## src/rtl/minmax_reduce_pkg.sv

```systemverilog
// Shared types and floating-point helpers for the min/max reduction tree.
// Helpers take the field widths as arguments so one package serves any format
// up to FP_MAX_W bits; callers truncate results to their own DATA_W.
package reduce_pkg;

  typedef enum logic {
    MODE_MIN = 1'b0,
    MODE_MAX = 1'b1
  } mode_e;

  localparam int unsigned FP_MAX_W = 64;

  typedef logic [FP_MAX_W-1:0] fp_word_t;

  // Low w bits set (w < FP_MAX_W).
  function automatic fp_word_t fp_mask(input int unsigned w);
    return (fp_word_t'(1) << w) - fp_word_t'(1);
  endfunction

  // Maps a float onto an unsigned key whose natural order is the total order
  // -inf < ... < -0 < +0 < ... < +inf. Negative values are fully inverted so
  // larger magnitudes sort lower; positives get the sign bit set so they sit
  // above every negative.
  function automatic fp_word_t fp_key(input fp_word_t x,
                                      input int unsigned exp_w,
                                      input int unsigned man_w);
    fp_word_t msb;
    fp_word_t mask;
    msb  = fp_word_t'(1) << (exp_w + man_w);
    mask = fp_mask(1 + exp_w + man_w);
    if ((x & msb) != '0) begin
      return ~x & mask;
    end
    return (x ^ msb) & mask;
  endfunction

  // Exponent all ones with a non-zero mantissa.
  function automatic logic is_nan(input fp_word_t x,
                                  input int unsigned exp_w,
                                  input int unsigned man_w);
    fp_word_t exp_f;
    fp_word_t man_f;
    exp_f = (x >> man_w) & fp_mask(exp_w);
    man_f = x & fp_mask(man_w);
    return (exp_f == fp_mask(exp_w)) && (man_f != '0);
  endfunction

  // +inf: sign 0, exponent all ones, mantissa 0.
  function automatic fp_word_t pos_inf(input int unsigned exp_w,
                                       input int unsigned man_w);
    return fp_mask(exp_w) << man_w;
  endfunction

  // -inf: +inf with the sign bit set.
  function automatic fp_word_t neg_inf(input int unsigned exp_w,
                                       input int unsigned man_w);
    return pos_inf(exp_w, man_w) | (fp_word_t'(1) << (exp_w + man_w));
  endfunction

endpackage

```

## src/rtl/minmax_node.sv

```systemverilog
// One compare+select node of the reduction tree plus its output register.
// Input a is always the lower-numbered channel group, so an equal-key tie
// keeps a. With REDUCE_ARGIDX_EN defined the winning index is carried too.
module minmax_node
  import reduce_pkg::*;
#(
  parameter  int EXP_W  = 5,
  parameter  int MAN_W  = 10,
  parameter  int IDX_W  = 2,
  localparam int DATA_W = 1 + EXP_W + MAN_W
) (
  input  logic              aclk,
  input  logic              areset,
  input  logic              en,
  input  mode_e             mode,
  input  logic              a_elig,
  input  logic [DATA_W-1:0] a_val,
`ifdef REDUCE_ARGIDX_EN
  input  logic [IDX_W-1:0]  a_idx,
`endif
  input  logic              b_elig,
  input  logic [DATA_W-1:0] b_val,
`ifdef REDUCE_ARGIDX_EN
  input  logic [IDX_W-1:0]  b_idx,
  output logic [IDX_W-1:0]  q_idx,
`endif
  output logic              q_elig,
  output logic [DATA_W-1:0] q_val
);

  logic [DATA_W-1:0] a_key;
  logic [DATA_W-1:0] b_key;
  logic              take_b;

  // Decide whether the upper input replaces the lower one.
  always_comb begin
    // NOTE: every always_comb output gets a default first so no path can
    // leave it unassigned and infer a latch.
    take_b = 1'b0;
    a_key  = DATA_W'(fp_key(fp_word_t'(a_val), EXP_W, MAN_W));
    b_key  = DATA_W'(fp_key(fp_word_t'(b_val), EXP_W, MAN_W));
    if (b_elig) begin
      if (!a_elig) begin
        take_b = 1'b1;
      end else if (mode == MODE_MAX) begin
        take_b = (b_key > a_key);
      end else begin
        take_b = (b_key < a_key);
      end
    end
  end

  // Stage register: loads the winner whenever the tree advances.
  always_ff @(posedge aclk or posedge areset) begin
    // NOTE: sequential state uses non-blocking assignments so every register
    // samples pre-edge values regardless of process ordering.
    if (areset) begin
      q_elig <= 1'b0;
      q_val  <= '0;
`ifdef REDUCE_ARGIDX_EN
      q_idx  <= '0;
`endif
    end else if (en) begin
      q_elig <= a_elig | b_elig;
      q_val  <= take_b ? b_val : a_val;
`ifdef REDUCE_ARGIDX_EN
      q_idx  <= take_b ? b_idx : a_idx;
`endif
    end
  end

endmodule

```

## src/rtl/minmax_reduce.sv

```systemverilog
// Streaming N-channel floating-point min/max reduction with select mask.
// Optional feature: define REDUCE_ARGIDX_EN to carry the winning channel
// index through the tree and drive the oidx port.
// The tree is a heap: node i combines nodes 2i and 2i+1, leaves P..2P-1 are
// the (padded) input lanes, node 1 is the root. Each node is registered, so a
// beat reaches the root after L = $clog2(N) advancing edges.
module minmax_reduce
  import reduce_pkg::*;
#(
  parameter  int N      = 4,
  parameter  int EXP_W  = 5,
  parameter  int MAN_W  = 10,
  localparam int DATA_W = 1 + EXP_W + MAN_W,
  localparam int IDX_W  = $clog2(N)
) (
  input  logic                aclk,
  input  logic                areset,
  input  logic [N-1:0]        isel,
  input  logic                imode,
  input  logic [N*DATA_W-1:0] idata,
  input  logic                ivalid,
  output logic                iready,
  input  logic                istart,
  input  logic                ilast,
  output logic [DATA_W-1:0]   odata,
`ifdef REDUCE_ARGIDX_EN
  output logic [IDX_W-1:0]    oidx,
`endif
  output logic                oempty,
  output logic                ovalid,
  input  logic                oready,
  output logic                ostart,
  output logic                olast
);

  localparam int L = $clog2(N);
  localparam int P = 1 << L;

  localparam logic [DATA_W-1:0] POS_INF = DATA_W'(pos_inf(EXP_W, MAN_W));
  localparam logic [DATA_W-1:0] NEG_INF = DATA_W'(neg_inf(EXP_W, MAN_W));

  logic en;

  // Per-level control: index 0 is the live input, index L is the root stage.
  logic [L:1] valid_q;
  logic [L:1] mode_q;
  logic [L:1] start_q;
  logic [L:1] last_q;
  logic [L:0] valid_pipe;
  logic [L:0] mode_pipe;
  logic [L:0] start_pipe;
  logic [L:0] last_pipe;

  // Heap-ordered tree signals.
  logic              t_elig [1:2*P-1];
  logic [DATA_W-1:0] t_val  [1:2*P-1];
`ifdef REDUCE_ARGIDX_EN
  logic [IDX_W-1:0]  t_idx  [1:2*P-1];
`endif

  // Single global enable: the whole pipe moves or the whole pipe holds.
  // iready never looks at ivalid, so upstream can wait on it safely.
  assign ovalid = valid_pipe[L];
  assign en     = ~ovalid | oready;
  assign iready = en;

  // Framing is qualified with ivalid so bubbles never carry a stray start/last.
  assign valid_pipe = {valid_q, ivalid};
  assign mode_pipe  = {mode_q,  imode};
  assign start_pipe = {start_q, istart & ivalid};
  assign last_pipe  = {last_q,  ilast  & ivalid};

  // Sideband shift register moving in lockstep with the tree stages.
  always_ff @(posedge aclk or posedge areset) begin
    if (areset) begin
      valid_q <= '0;
      mode_q  <= '0;
      start_q <= '0;
      last_q  <= '0;
    end else if (en) begin
      valid_q <= valid_pipe[L-1:0];
      mode_q  <= mode_pipe[L-1:0];
      start_q <= start_pipe[L-1:0];
      last_q  <= last_pipe[L-1:0];
    end
  end

  // Leaf lanes: real channels are eligible when selected and not NaN;
  // pad lanes beyond N are tied off as ineligible.
  for (genvar k = 0; k < P; k++) begin : g_lane
    if (k < N) begin : g_real
      assign t_val[P+k]  = idata[k*DATA_W +: DATA_W];
      assign t_elig[P+k] = isel[k] &
                           ~is_nan(fp_word_t'(idata[k*DATA_W +: DATA_W]), EXP_W, MAN_W);
`ifdef REDUCE_ARGIDX_EN
      assign t_idx[P+k]  = IDX_W'(k);
`endif
    end else begin : g_pad
      assign t_val[P+k]  = '0;
      assign t_elig[P+k] = 1'b0;
`ifdef REDUCE_ARGIDX_EN
      assign t_idx[P+k]  = '0;
`endif
    end
  end

  // Internal nodes; a node at depth D consumes the beat held at level L-1-D.
  for (genvar i = 1; i < P; i++) begin : g_node
    localparam int D = $clog2(i + 1) - 1;
    minmax_node #(
      .EXP_W (EXP_W),
      .MAN_W (MAN_W),
      .IDX_W (IDX_W)
    ) u_node (
      .aclk   (aclk),
      .areset (areset),
      .en     (en),
      .mode   (mode_e'(mode_pipe[L-1-D])),
      .a_elig (t_elig[2*i]),
      .a_val  (t_val[2*i]),
`ifdef REDUCE_ARGIDX_EN
      .a_idx  (t_idx[2*i]),
`endif
      .b_elig (t_elig[2*i+1]),
      .b_val  (t_val[2*i+1]),
`ifdef REDUCE_ARGIDX_EN
      .b_idx  (t_idx[2*i+1]),
      .q_idx  (t_idx[i]),
`endif
      .q_elig (t_elig[i]),
      .q_val  (t_val[i])
    );
  end

  // An empty beat reports the identity of the operation: +inf for min,
  // -inf for max, index 0. Gating with ovalid keeps idle outputs at reset values.
  assign oempty = ovalid & ~t_elig[1];
  assign odata  = oempty ? (mode_pipe[L] ? NEG_INF : POS_INF) : t_val[1];
`ifdef REDUCE_ARGIDX_EN
  assign oidx   = oempty ? '0 : t_idx[1];
`endif
  assign ostart = start_pipe[L];
  assign olast  = last_pipe[L];

endmodule

```

## config.mk

```make
export PLATFORM = sky130hd
export DESIGN_NAME = minmax_reduce
export DESIGN_NICKNAME = d
export VERILOG_FILES = /design/src/rtl/minmax_reduce_pkg.sv /design/src/rtl/minmax_node.sv /design/src/rtl/minmax_reduce.sv
export SDC_FILE = /design/constraint.sdc
export NUM_CORES = 1
export LEC_CHECK = 0
export ABC_AREA = 1
export CORE_MARGIN = 3
export CORE_UTILIZATION = 37
export DETAILED_ROUTE_END_ITERATION = 10
export PLACE_DENSITY_LB_ADDON = 0.25
export SYNTH_ARGS = -nofsm -noshare
export SYNTH_HDL_FRONTEND = slang
export SYNTH_SLANG_ARGS = --single-unit
```

## constraint.sdc

```tcl
create_clock -name aclk -period 6.8 [get_ports aclk]
set_input_delay 0.68 -clock aclk [delete_from_list [all_inputs] [get_ports aclk]]
set_output_delay 0.68 -clock aclk [all_outputs]
set_load 0.1 [all_outputs]
```

==> results_dict.tcl, run 1 <==
set metrics [dict create \
    die_area_um2 16600 \
    path_delay_family "buffers and inverters" \
    cts_hold_buf 0 \
    globalplace.congestion 0.850 \
    wire_per_inst_um 12.9 \
    timing.final.ws_setup_ns 3.24 \
    overflow 0 \
    crit_arrival_ns 2.88 \
    clockBufferDepth 2 \
    finalWirelength_um 13600 \
    mostFrequentLayoutCells "nand2_1 (222), inv_1 (126), nand3_1 (103), clkdlybuf4s50_1 (95), dfrtp_1 (59)" \
    die_h_um 129 \
    final_cells 1054 \
    placedCellCount 1039 \
    nets 989 \
    via_count 4946 \
    dpl.hpwl_um 10500 \
    final_area_um2 6820 \
    critPathSlowestCell "clkdlybuf4s50_1" \
    grt_use_total_pct 17.2 \
    ys_ff_latch 59 \
    place_area_um2 6520 \
    ys_warn_count 0 \
    synth.distinct_cells 34 \
    peakVddDrop_v 0.000195 \
    layout_commonest_cell "nand2_1" \
    required_ns 6.12 \
    rsz0062_at_grt "no" \
    cts_tree "built" \
    cp_num_buf_inv 4 \
    detail-route-antenna-nets 0 \
    drv_cap 0 \
    post-route-min-period_ns 3.56 \
    cts_resized 0 \
    drt_iter0_drc 220 \
    worst_slew_pin_slew_ns 0.972 \
    slew_violations 0 \
    rows 44 \
    whs_ns 0.441 \
    r2r_start "g_node[2].u_node.q_val[15]" \
    status "finished clean" \
    grt_pass1_vias 4769 \
    reg2reg_to "g_node[1].u_node.q_val[6]" \
    synth_area_leaders "dfrtp_1 (26%), nand2_1 (15%), ha_1 (11%), nand3_1 (9.3%), inv_1 (8.6%)" \
    finalSetupViolCount 0 \
    power_mw 2.01 \
    slowest_delay_ns 0.99 \
    slew_headroom_pct 35.0 \
    grt_max_degree 62 \
    fin_util_pct 46.6 \
    grt_pass1_wl_um 23300 \
    drtPass1Iterations 6 \
    clock_sinks 59 \
    drive_above_1_share_pct 5.17 \
    die_x_um 129 \
    h-tree-depth 3 \
    area_growth_pct 22.5 \
    whs_endpoint "valid_q[2]" \
    hold_depth 2 \
    p_per_area_nw_per_um2 294 \
    path_common_cell "clkdlybuf4s50_1" \
    rrSetupSlack_ns 3.93 \
    hold_violations 0 \
    num_antenna_cells 0 \
    avgViaCountPerCell 4.69 \
    finalSetupTns_ns 0 \
    cts_buffers 9 \
    fmax_mhz 281 \
    power_leakage_nw 3.57 \
    critPathLaunchType "input pin" \
    crit_fanout 61 \
    boundaryPins 96 \
    synth_top_area_cell "dfrtp_1" \
    min_from "valid_q[1]" \
    cts_setup_buffers 0 \
    min_period_over_period_pct 52.4 \
    finalClockSkew_ns 0.00950 \
    synth_top_area_share_pct 26.5 \
    remaining_drc_errors 0 \
    cts_root_buf "clkbuf_16" \
    synth_area_um2 5570 \
    crit_path_end_kind "output port" \
    clk_latency_ns 0.34 \
    antenna_found_initial 0 \
    cts.clk_slew.worst_paths_ns 0.05 \
    port_buffers 95 \
    syn_avg_cell_area_um2 7.02 \
    synth-seq-area-share_pct 26.5 \
    r2r_cells 13 \
    critPathKind "in2out" \
    hold_path_class "reg2reg" \
    crit_chain "clkdlybuf4s50_1 > nor2_4 > buf_4 > inv_1 > clkdlybuf4s50_1" \
    synth_fp_nets 917 \
    pre_cts_ws_ns 3.15 \
    core_um2 14600 \
    postSynthCellCount 794 \
    start_util_pct 38.0 \
]
[worst max-delay path by stage]
stage / start / end / cells after the start
after floorplan: valid_q[2] / odata[1] / 4
after global placement: idata[47] / g_node[3].u_node.q_val[5] / 13
after detailed placement: idata[47] / g_node[3].u_node.q_val[5] / 14
after CTS: valid_q[2] / odata[15] / 4
after global routing: valid_q[2] / odata[15] / 4
final: oready / iready / 5
[worst min-delay path: cells and delay by family (launching register included)]
kind / cells / cell delay, ns
buffers and inverters: 1 / 0.04
flip-flops: 1 / 0.31
AND/OR/NAND/NOR: 1 / 0.05
[area by class of cell]
cell class | count | area, um^2
clock inverters | 4 | 50.0
multi-input cells | 568 | 3350
fillers | 1534 | 7820
inverters | 130 | 488
flip-flops and latches | 59 | 1480
clock buffers | 11 | 253
well taps | 184 | 230
repair buffers | 98 | 973
[flip-flops by register name (all words and copies together), names as in the netlist]
signal / count
last_q: 2
start_q: 2
mode_q: 2
g_node.u_node.q_elig: 3
g_node.u_node.q_val: 48
valid_q: 2
[synthesized netlist by cell type]
library cell	number
a21o_1	2
a21oi_1	19
a21oi_2	1
a21oi_4	1
buf_2	13
buf_4	3
buf_6	3
buf_8	1
clkbuf_1	11
clkbuf_8	6
dfrtp_1	59
ha_1	48
inv_1	127
inv_2	3
mux2_2	1
nand2_1	222
nand2_2	3
nand2_4	5
nand3_1	103
nand3_2	1
nand3_4	1
nand4_1	13
nor2_1	29
nor2_2	3
nor3_1	4
o21a_1	1
o21ai_0	11
o21ai_1	2
o21ai_2	1
o31a_1	1
o31a_2	1
or2_2	5
xnor2_1	45
xor2_1	45
[where the power goes]
group,internal [mW],switching (mW),total [mW]
sequential,0.432,0.0891,0.521
combinational,0.344,0.684,1.03
clock,0.300,0.157,0.457
total,1.08,0.930,2.01
[kinds of logic (layout without fill, tap and decap cells)]
logic type / after synthesis / after routing / share of synthesized area (%)
AND/OR/NAND/NOR: 389 / 389 / 30.7
buffers and inverters: 167 / 243 / 13.4
XOR/XNOR: 90 / 90 / 14.1
flip-flops: 59 / 59 / 26.5
adder cells (fa/ha/maj): 48 / 48 / 10.8
AO/OA/AOI/OAI: 40 / 40 / 4.22
multiplexers: 1 / 1 / 0.202
[layer usage]
| metal | GRT usage, % | share of wire, % | up-vias | routed length, um |
|---|---|---|---|---|
| li1 | - | - | 2605 | - |
| met1 | 25.4 | 50 | 2232 | 6880 |
| met2 | 26.6 | 45 | 99 | 6160 |
| met3 | 2.66 | 3.5 | 10 | 477 |
| met4 | 3.71 | 0.87 | 0 | 118 |
| met5 | 0 | 0 | - | 0 |
Power figures use the tool's default switching activity.
==> inputs of run 2 (changes only) <==
- clock period: 6.8 -> 3.3 ns (I/O delays scaled with it)
==> results_dict.tcl, run 2 (synthesis results as in run 1) <==
set metrics [dict create \
    grt.busiest_layer "met2" \
    hold_violations 0 \
    post-route-min-period_ns 2.52 \
    hold_path_class "reg2reg" \
    crit_path_end_kind "register" \
    via_count 4921 \
    clock_sinks 59 \
    clkPwrFrac_pct 22.9 \
    die_h_um 129 \
    slew_headroom_pct 35.7 \
    core_um2 14600 \
    mostFrequentLayoutCells "nand2_1 (222), inv_1 (126), nand3_1 (103), clkdlybuf4s50_1 (77), dfrtp_1 (59)" \
    cts_setup_buffers 0 \
    seq_power_share_pct 25.4 \
    finalWirelength_um 13800 \
    grt_pass1_wl_um 23700 \
    grt_use_met1_pct 25.7 \
    timing.final.ws_setup_ns 0.783 \
    status "finished clean" \
    crit_fanout 17 \
    nets 995 \
    area_growth_pct 22.7 \
    whs_ns 0.452 \
    die_x_um 129 \
    peakVddDrop_v 0.000355 \
    largestRegisters "g_node.u_node.q_val (48), g_node.u_node.q_elig (3)" \
    avgViaCountPerCell 4.64 \
    finalClockSkew_ns 0.00728 \
    overflow 0 \
    met3_usage_pct 2.49 \
    die_area_um2 16600 \
    remaining_drc_errors 0 \
    drt_iter0_drc 263 \
    min_period_over_period_pct 76.3 \
    dpl.hpwl_um 10800 \
    slew_violations 0 \
    placedCellCount 1045 \
    fillers 1518 \
    cts_root_buf "clkbuf_16" \
    grt_max_degree 61 \
    cts_tree "built" \
    rows 44 \
    finalSetupTns_ns 0 \
    pwr-share-comb_pct 51.7 \
    fmax_mhz 397 \
    rsz0062_at_grt "no" \
    critPathLaunchType "input pin" \
    cts_buffers 9 \
    required_ns 3.51 \
    use_met2_pct 27.7 \
    drive_above_1_share_pct 7.87 \
    antenna_found_initial 0 \
    power_mw 4.11 \
    grt_use_total_pct 17.5 \
    layout_commonest_cell "nand2_1" \
    cts.clk_slew.worst_paths_ns 0.05 \
    slowest_delay_ns 0.45 \
    critPathKind "in2reg" \
    detail-route-antenna-nets 0 \
    largest_reg_flops 48 \
    finalSetupViolCount 0 \
    num_antenna_cells 0 \
    crit_chain "clkdlybuf4s50_1 > buf_4 > xnor2_1 > ha_1 > nand2_1 > nor2_1 > nand4_1 > o21ai_0 > nand2_1 > nand2_1 > nand2_4 > nand2_4 > nand2_1 > nand3_1 > nand2_1" \
    cp_num_buf_inv 2 \
    grt_pass1_vias 4812 \
    port_buffers 95 \
    drv_cap 0 \
    clk_latency_ns 0.33 \
    final_cells 1061 \
    power_leakage_nw 3.64 \
    path_delay_family "simple AND/OR/NAND/NOR gates" \
    path_common_cell "nand2_1" \
    p_switching_mw 1.91 \
    crit_arrival_ns 2.73 \
    clockBufferDepth 2 \
    critPathSlowestCell "clkdlybuf4s50_1" \
    regMostFlops "g_node.u_node.q_val" \
    boundaryPins 96 \
    worst_slew_pin_slew_ns 0.961 \
    drtPass1Iterations 5 \
    cts_hold_buf 0 \
    p_sw_share_pct 46.4 \
    start_util_pct 38.0 \
    p_per_area_nw_per_um2 601 \
    cts_resized 0 \
    globalplace.congestion 0.889 \
    h-tree-depth 3 \
    p_int_mw 2.20 \
    wire_per_inst_um 13.0 \
    pre_cts_ws_ns 0.445 \
]
==> run 2: power by group through the flow <==
stage	Combinational (mW)	Clock [mW]	Sequential, mW
after CTS	2.14	0.965	1.04
after global placement	2.12	0	1.05
after floorplan	1.68	0	1.03
after global routing	2.38	0.999	1.07
after detailed placement	2.13	0	1.06
final	2.13	0.943	1.04
==> run 2: stage by stage <==
step | cell area (um^2) | util [%]
after CTS | 6840 | 46.7
after detailed placement | 6530 | 44.6
after global placement | 6530 | 44.6
final | 6840 | 46.7
after global routing | 6840 | 46.7
after floorplan | 5570 | -
==> run 2: worst min-delay path: cells and delay by family (launching register included) <==
family	cells	cell delay [ns]
buffers and inverters	1	0.04
flip-flops	1	0.32
AND/OR/NAND/NOR	1	0.05
==> run 2: worst paths after layout <==
path                                            start                         end  slack, ns  cells after the start
max                                         idata[47]   g_node[3].u_node.q_val[7]       0.78                     15
min                                        valid_q[1]                  valid_q[2]       0.45                      2
max reg2reg                g_node[3].u_node.q_val[15]  g_node[1].u_node.q_val[13]       0.84                     14
min reg2reg                                valid_q[1]                  valid_q[2]       0.45                      2
max in group asynchronous                      areset   g_node[3].u_node.q_val[9]       2.26                      3
min in group asynchronous                      areset                   mode_q[2]       0.55                      3
==> run 2: layer usage <==
layer | routed length [um] | part of all wire [%]
met1 | 7060 | 51
met3 | 490 | 3.5
met5 | 0 | 0
met2 | 6170 | 45
met4 | 85 | 0.62
==> run 2: area by class of cell <==
cell class / count / area, um^2 / share of cell area [%]
Multi-Input combinational cell: 568 / 3350 / 49.0
Tap cell: 184 / 230 / 3.37
Clock inverter: 4 / 48.8 / 0.714
Sequential cell: 59 / 1480 / 21.6
Clock buffer: 12 / 256 / 3.75
Timing Repair Buffer: 104 / 986 / 14.4
Inverter: 130 / 488 / 7.14
